--- src/rtl/ro_deserializer.sv ---
// ---------------------------------------------------------------------------
// ro_deserializer
//
// Recovers per-channel samples from the time-multiplexed readout lines of
// NCH readout cores. The cores share a Gray counter clocked by clk_master;
// on each edge exactly one Gray bit toggles, and the core owning that bit
// drives rd_eve/rd_pol during the following clk_master high phase. This
// block mirrors the Gray counter with a binary counter, works out which
// channel owns each slot, captures the shared lines on the falling edge and
// presents the sample one cycle after the decode edge.
//
// Ports:
//   clk_master  in   master clock (same clock as the cores' Gray counter)
//   rstb        in   asynchronous active-low reset (same net as the counter)
//   run         in   slot tracking enable
//   clr         in   synchronous clear of eve_seen/pol_seen
//   rd_eve      in   shared event readout line
//   rd_pol      in   shared polarity-event readout line
//   slot_valid  out  one-cycle strobe: slot_idx/slot_eve/slot_pol are fresh
//   slot_idx    out  channel index of the presented sample
//   slot_eve    out  captured rd_eve sample
//   slot_pol    out  captured rd_pol sample
//   eve_seen    out  sticky per-channel event flags
//   pol_seen    out  sticky per-channel polarity-event flags
//   frame_done  out  one-cycle strobe for the idle slot closing each frame
// ---------------------------------------------------------------------------
module ro_deserializer #(
    parameter int NCH = 8
) (
    input  logic                    clk_master,
    input  logic                    rstb,
    input  logic                    run,
    input  logic                    clr,
    input  logic                    rd_eve,
    input  logic                    rd_pol,
    output logic                    slot_valid,
    output logic [$clog2(NCH)-1:0]  slot_idx,
    output logic                    slot_eve,
    output logic                    slot_pol,
    output logic [NCH-1:0]          eve_seen,
    output logic [NCH-1:0]          pol_seen,
    output logic                    frame_done
);

    localparam int IW = $clog2(NCH);
    // One extra code point is needed: a trailing-ones count of NCH means idle.
    localparam int KW = $clog2(NCH + 1);

    // Number of trailing ones of v: the index of the Gray bit toggling when
    // the mirrored binary count steps from v to v+1.
    function automatic logic [KW-1:0] trail_ones(input logic [NCH-1:0] v);
        logic [KW-1:0] n_ones;
        logic          stop;
        n_ones = {KW{1'b0}};
        stop   = 1'b0;
        for (int i = 0; i < NCH; i++) begin
            if (!stop && v[i]) begin
                n_ones = n_ones + {{(KW-1){1'b0}}, 1'b1};
            end else begin
                stop = 1'b1;
            end
        end
        return n_ones;
    endfunction

    // Slot counter and decode stage (rising edge)
    logic [NCH-1:0] cnt_q, cnt_d;
    logic           dec_pend_q, dec_pend_d;
    logic           dec_idle_q, dec_idle_d;
    logic [IW-1:0]  dec_k_q, dec_k_d;
    logic [KW-1:0]  trail_s;

    // Capture stage (falling edge)
    logic           cap_valid_q;
    logic           cap_idle_q;
    logic [IW-1:0]  cap_k_q;
    logic           cap_eve_q;
    logic           cap_pol_q;

    // Presentation stage (rising edge)
    logic           slot_valid_q, slot_valid_d;
    logic [IW-1:0]  slot_idx_q, slot_idx_d;
    logic           slot_eve_q, slot_eve_d;
    logic           slot_pol_q, slot_pol_d;
    logic           frame_done_q, frame_done_d;
    logic [NCH-1:0] eve_seen_q, eve_seen_d;
    logic [NCH-1:0] pol_seen_q, pol_seen_d;
    logic           present_act_s;
    logic [NCH-1:0] chan_mask_s;

    assign trail_s = trail_ones(cnt_q);

    // Next-state for the slot counter and the decode of the slot owner
    always_comb begin
        cnt_d      = cnt_q;
        dec_pend_d = 1'b0;
        dec_idle_d = dec_idle_q;
        dec_k_d    = dec_k_q;
        if (run) begin
            cnt_d      = cnt_q + {{(NCH-1){1'b0}}, 1'b1};
            dec_pend_d = 1'b1;
            // All ones: the extra frame bit toggles, no channel owns the slot.
            dec_idle_d = &cnt_q;
            dec_k_d    = IW'(trail_s);
        end else begin
            cnt_d      = cnt_q;
            dec_pend_d = 1'b0;
        end
    end

    // Slot counter and decode registers
    always_ff @(posedge clk_master or negedge rstb) begin
        if (!rstb) begin
            cnt_q      <= {NCH{1'b0}};
            dec_pend_q <= 1'b0;
            dec_idle_q <= 1'b0;
            dec_k_q    <= {IW{1'b0}};
        end else begin
            cnt_q      <= cnt_d;
            dec_pend_q <= dec_pend_d;
            dec_idle_q <= dec_idle_d;
            dec_k_q    <= dec_k_d;
        end
    end

    // Falling-edge capture of the readout lines at the end of the drive window.
    // dec_pend_q drops after a run=0 edge, so nothing new is captured then.
    always_ff @(negedge clk_master or negedge rstb) begin
        if (!rstb) begin
            cap_valid_q <= 1'b0;
            cap_idle_q  <= 1'b0;
            cap_k_q     <= {IW{1'b0}};
            cap_eve_q   <= 1'b0;
            cap_pol_q   <= 1'b0;
        end else begin
            cap_valid_q <= dec_pend_q;
            cap_idle_q  <= dec_idle_q;
            cap_k_q     <= dec_k_q;
            cap_eve_q   <= rd_eve;
            cap_pol_q   <= rd_pol;
        end
    end

    assign present_act_s = cap_valid_q & ~cap_idle_q;
    assign chan_mask_s   = {{(NCH-1){1'b0}}, 1'b1} << cap_k_q;

    // Presentation of the captured sample and sticky flag update
    always_comb begin
        slot_valid_d = present_act_s;
        frame_done_d = cap_valid_q & cap_idle_q;
        slot_idx_d   = slot_idx_q;
        slot_eve_d   = slot_eve_q;
        slot_pol_d   = slot_pol_q;
        eve_seen_d   = eve_seen_q;
        pol_seen_d   = pol_seen_q;
        if (present_act_s) begin
            slot_idx_d = cap_k_q;
            slot_eve_d = cap_eve_q;
            slot_pol_d = cap_pol_q;
        end else begin
            slot_idx_d = slot_idx_q;
            slot_eve_d = slot_eve_q;
            slot_pol_d = slot_pol_q;
        end
        // clr wins over a simultaneous set; that edge's sample is dropped.
        if (clr) begin
            eve_seen_d = {NCH{1'b0}};
            pol_seen_d = {NCH{1'b0}};
        end else if (present_act_s) begin
            eve_seen_d = eve_seen_q | (chan_mask_s & {NCH{cap_eve_q}});
            pol_seen_d = pol_seen_q | (chan_mask_s & {NCH{cap_pol_q}});
        end else begin
            eve_seen_d = eve_seen_q;
            pol_seen_d = pol_seen_q;
        end
    end

    // Presentation registers
    always_ff @(posedge clk_master or negedge rstb) begin
        if (!rstb) begin
            slot_valid_q <= 1'b0;
            slot_idx_q   <= {IW{1'b0}};
            slot_eve_q   <= 1'b0;
            slot_pol_q   <= 1'b0;
            frame_done_q <= 1'b0;
            eve_seen_q   <= {NCH{1'b0}};
            pol_seen_q   <= {NCH{1'b0}};
        end else begin
            slot_valid_q <= slot_valid_d;
            slot_idx_q   <= slot_idx_d;
            slot_eve_q   <= slot_eve_d;
            slot_pol_q   <= slot_pol_d;
            frame_done_q <= frame_done_d;
            eve_seen_q   <= eve_seen_d;
            pol_seen_q   <= pol_seen_d;
        end
    end

    assign slot_valid = slot_valid_q;
    assign slot_idx   = slot_idx_q;
    assign slot_eve   = slot_eve_q;
    assign slot_pol   = slot_pol_q;
    assign frame_done = frame_done_q;
    assign eve_seen   = eve_seen_q;
    assign pol_seen   = pol_seen_q;

endmodule

--- config.mk ---
export PLATFORM = sky130hd
export DESIGN_NAME = ro_deserializer
export DESIGN_NICKNAME = d
export VERILOG_FILES = /design/src/rtl/ro_deserializer.sv
export SDC_FILE = /design/constraint.sdc
export NUM_CORES = 1
export LEC_CHECK = 0
export BUFFER_PORTS_ARGS = -buffer_cell sky130_fd_sc_hd__buf_2
export CORE_UTILIZATION = 55
export DETAILED_ROUTE_END_ITERATION = 6
export GPL_TIMING_DRIVEN = 0
export PLACE_DENSITY = 0.77
export SLEW_MARGIN = 20
export SYNTH_ARGS = -nofsm -noshare
export SYNTH_HDL_FRONTEND = slang
export SYNTH_SLANG_ARGS = --single-unit
--- constraint.sdc ---
create_clock -name clk_master -period 13.65 [get_ports clk_master]
set_input_delay 0.6825 -clock clk_master [delete_from_list [all_inputs] [get_ports clk_master]]
set_output_delay 0.6825 -clock clk_master [all_outputs]
set_load 0.005 [all_outputs]
==> Flow_metrics.wiki <==
{| class="wikitable"
! Metric !! Value
|-
| Run status || finished clean
|-
| Number of detailed-route iterations in the first pass || 4
|-
| Number of storage elements in the synthesis netlist || 43
|-
| Global-route usage over all layers || 21.1%
|-
| Yosys synthesis warning count || 0
|-
| FFs w/ async S/R, synth || 100%
|-
| Crit-path max FO || 10
|-
| Slew @ Worst Pin || 0.904 ns
|-
| Critical Path Source Type || flop
|-
| Post-synth cell types || 37
|-
| Main flop type after synthesis || dfrtp_1
|-
| Routed Antenna Nets || 0
|-
| Final core occ || 65.7%
|-
| Clock-pin slew on the worst setup and hold paths || 0.12 ns
|-
| Maximum clock path buffer count || 2
|-
| Layout Nets || 227
|-
| Overall power consumption || 405 uW
|-
| Maximum number of pins on one net before global-route repair || 44
|-
| First-pass GRT wire length || 5.66 mm
|-
| Die Footprint || 3850 um2
|-
| Mapped cell area || 1980 um2
|-
| Total wirelength of the detailed-routed design || 3.58 mm
|-
| Number of endpoints failing setup at the final stage || 0
|-
| Routability Congestion || 0.786
|-
| Filler cells || 280
|-
| Total overflow reported by the global router || 0
|-
| Number of synthesized flops with an enable pin || 0
|-
| Vias || 1,392
|-
| Worst slew margin relative to its limit || 39.7%
|-
| Postcts setup bufs || 0
|-
| Summed negative setup slack over all endpoints || 0 ns
|-
| Count of unresolved DRC violations after routing || 0
|-
| Hold/Removal Path Class || input pin to asynchronous set/reset pin
|-
| Number of violations reported at the end of detailed-routing iteration 0 || 55
|-
| Category of the worst setup path capture point || flop
|-
| Synth Net Count || 193
|-
| Clk_skew || 0.0196 ns
|-
| Avg Cell Area, Syn || 11.1 um2
|-
| Required time of the worst setup path || 13.92 ns
|-
| Share of total power consumed by net switching || 38.0%
|-
| Leakage power figure || 1.11 nW
|-
| Arrival @ worst endpoint || 8.47 ns
|-
| Part of the power in combinational logic || 41.9%
|-
| Biggest area consumer among synthesized cells || dfrtp_1
|-
| Hold bufs inserted after CTS || 0
|-
| Latest clock arrival within the worst-skew pair || 0.33 ns
|-
| Cell row count || 21
|-
| Number of global-route vias before repair || 1,285
|-
| Total internal power || 251 uW
|-
| RSZ-0062 raised after global routing || false
|-
| Number of sinks driven by the clock tree || 43
|-
| Buffers added on ports || 27
|-
| HPWL Detailed || 2.66 mm
|-
| Sequential area share after synthesis || 54.3%
|-
| Post-cts repair resize count || 0
|-
| Deepest level of the CTS H-tree || 2
|-
| Power per unit of standard cell area || 182 nW/um2
|-
| Minimum hold slack || 0.461 ns
|-
| Initial Util || 58.5%
|-
| Drt via density || 5.35
|-
| Final hold vios || 0
|-
| Number of buffers inserted during clock tree synthesis || 5
|-
| Top-count cell post-synth || dfrtp_1
|-
| Commonest cells in the netlist || dfrtp_1 (36), nor2_1 (25), a21oi_1 (14), ha_1 (8)
|-
| Net switching power of the design || 154 uW
|-
| Clock share of power || 14.4%
|-
| CTS Root Buffer Type || clkbuf_4
|-
| Max-cap violations || 0
|-
| Growth of design area from synthesis to finish || 12.4%
|-
| Share of cells above drive strength 1 || 25.2%
|-
| Routed wire per std cell || 13.8 um
|-
| CTS tree || built
|-
| IO Count || 29
|-
| Pins Over Slew Limit || 0
|-
| Height of the die || 62.0 um
|-
| Share of Yosys cell area claimed by the top area cell type || 45.5%
|-
| Core area || 3390 um2
|-
| Die width || 62.0 um
|-
| Post-synthesis instance total || 179
|-
| Initial antenna violation count || 0
|-
| Category of the critical setup timing path || flop to flop
|-
| Cell types with the largest area share after synthesis || dfrtp_1 (45%), dfrtn_1 (8.8%), ha_1 (5.1%), nor2_1 (4.7%), mux2_2 (4.0%)
|-
| Final Non-Filler Cells || 260
|-
| Antenna diode count || 0
|-
| Placed Instances || 252
|-
| Max rail drop VDD || 0.000111 V
|-
| Part of the power in registers || 43.7%
|}
critical path, stage by stage (launching register included):
cell and delay, ns:
dfrtn_1 0.40, nor2b_1 0.13, buf_2 0.20, nand2_1 0.09
nor2_1 0.28, a21oi_1 0.12, nor2_1 0.11
cell type report:
class | count | area [um2] | area share [%]
sequential | 43 | 1080 | 48.3
multi-input combinational | 122 | 845 | 37.9
timing repair buffer | 27 | 135 | 6.06
tap | 46 | 57.6 | 2.58
clock buffer | 6 | 41.3 | 1.85
buffer | 7 | 35.0 | 1.57
inverter | 7 | 26.3 | 1.18
clock inverter | 2 | 12.5 | 0.561
cells by family after synthesis:
| family | count (synthesis) | share of synthesized area, % |
|---|---|---|
| xor+xnor | 14 | 6.94 |
| flops | 43 | 54.3 |
| compound gates | 32 | 10.1 |
| buf+inv | 14 | 3.09 |
| fa+ha+maj | 8 | 5.05 |
| mux | 11 | 6.00 |
| simple gates | 57 | 14.5 |
cell usage in the layout, fill, tap and decap left out, drive strengths merged:
cell / Yosys / routed
a211oi: 1 / 1
a21boi: 2 / 2
a21oi: 16 / 16
a31oi: 4 / 4
and2: 4 / 4
and3: 3 / 3
and3b: 1 / 1
buf: 4 / 31
clkbuf: 3 / 9
clkinv: 0 / 1
clkinvlp: 0 / 1
dfrtn: 7 / 7
dfrtp: 36 / 36
ha: 8 / 8
inv: 7 / 7
mux2: 7 / 7
mux2i: 4 / 4
nand2: 9 / 9
nand2b: 3 / 3
nand3: 1 / 1
nand4: 4 / 4
nor2: 26 / 26
nor2b: 5 / 5
nor3: 1 / 1
o21ai: 4 / 4
o22ai: 3 / 3
o311ai: 1 / 1
o31ai: 1 / 1
xnor2: 7 / 7
xor2: 6 / 6
xor3: 1 / 1
sequential cells by signal, summed over array words and instances (netlist names):
name and cells:
slot_pol 1, pol_seen 8, dec_k_q 3, eve_seen 8
cap_idle_q 1, frame_done 1, cap_eve_q 1, dec_pend_q 1
cap_pol_q 1, cap_k_q 3, slot_idx 3, cap_valid_q 1
dec_idle_q 1, slot_valid 1, slot_eve 1, cnt_q 8
path summary, 6_finish.rpt:
check,end,depth (start not counted),start,slack (ns)
max,pol_seen[1]$_DFFE_PN0P_,6,cap_valid_q$_DFF_NN0_,5.45
min,cnt_q[6]$_DFFE_PN0P_,1,rstb,0.46
max reg2reg,pol_seen[1]$_DFFE_PN0P_,6,cap_valid_q$_DFF_NN0_,5.45
min reg2reg,eve_seen[3]$_DFFE_PN0P_,2,eve_seen[3]$_DFFE_PN0P_,0.51
max in group asynchronous,cap_k_q[1]$_DFF_NN0_,1,rstb,5.88
min in group clk_master,eve_seen[3]$_DFFE_PN0P_,2,eve_seen[3]$_DFFE_PN0P_,0.51
metrics by stage:
stage               instance area [um2]  worst slack (ns)
floorplan                          1980              5.68
global placement                   2170              5.49
detailed placement                 2170              5.41
CTS                                2230              5.42
global route                       2230              5.33
finish                             2230              5.45
power by group through the flow:
stage               sequential (mW)  combinational (mW)  clock [mW]
global route                  0.182               0.188      0.0666
finish                        0.177               0.170      0.0581
detailed placement            0.180               0.168           0
CTS                           0.178               0.171      0.0612
global placement              0.178               0.158           0
floorplan                     0.174               0.129           0
layer usage:
layer	wire length, um	vias to the layer above	part of all wire, %	global-route usage (%)
li1	-	677	-	-
met2	1800	32	50	34.7
met1	1610	679	45	26.2
met5	0	-	0	0
met3	150	4	4.2	5.38
met4	31	0	0.86	9.52
No activity file was read; power rests on OpenSTA's default activity.
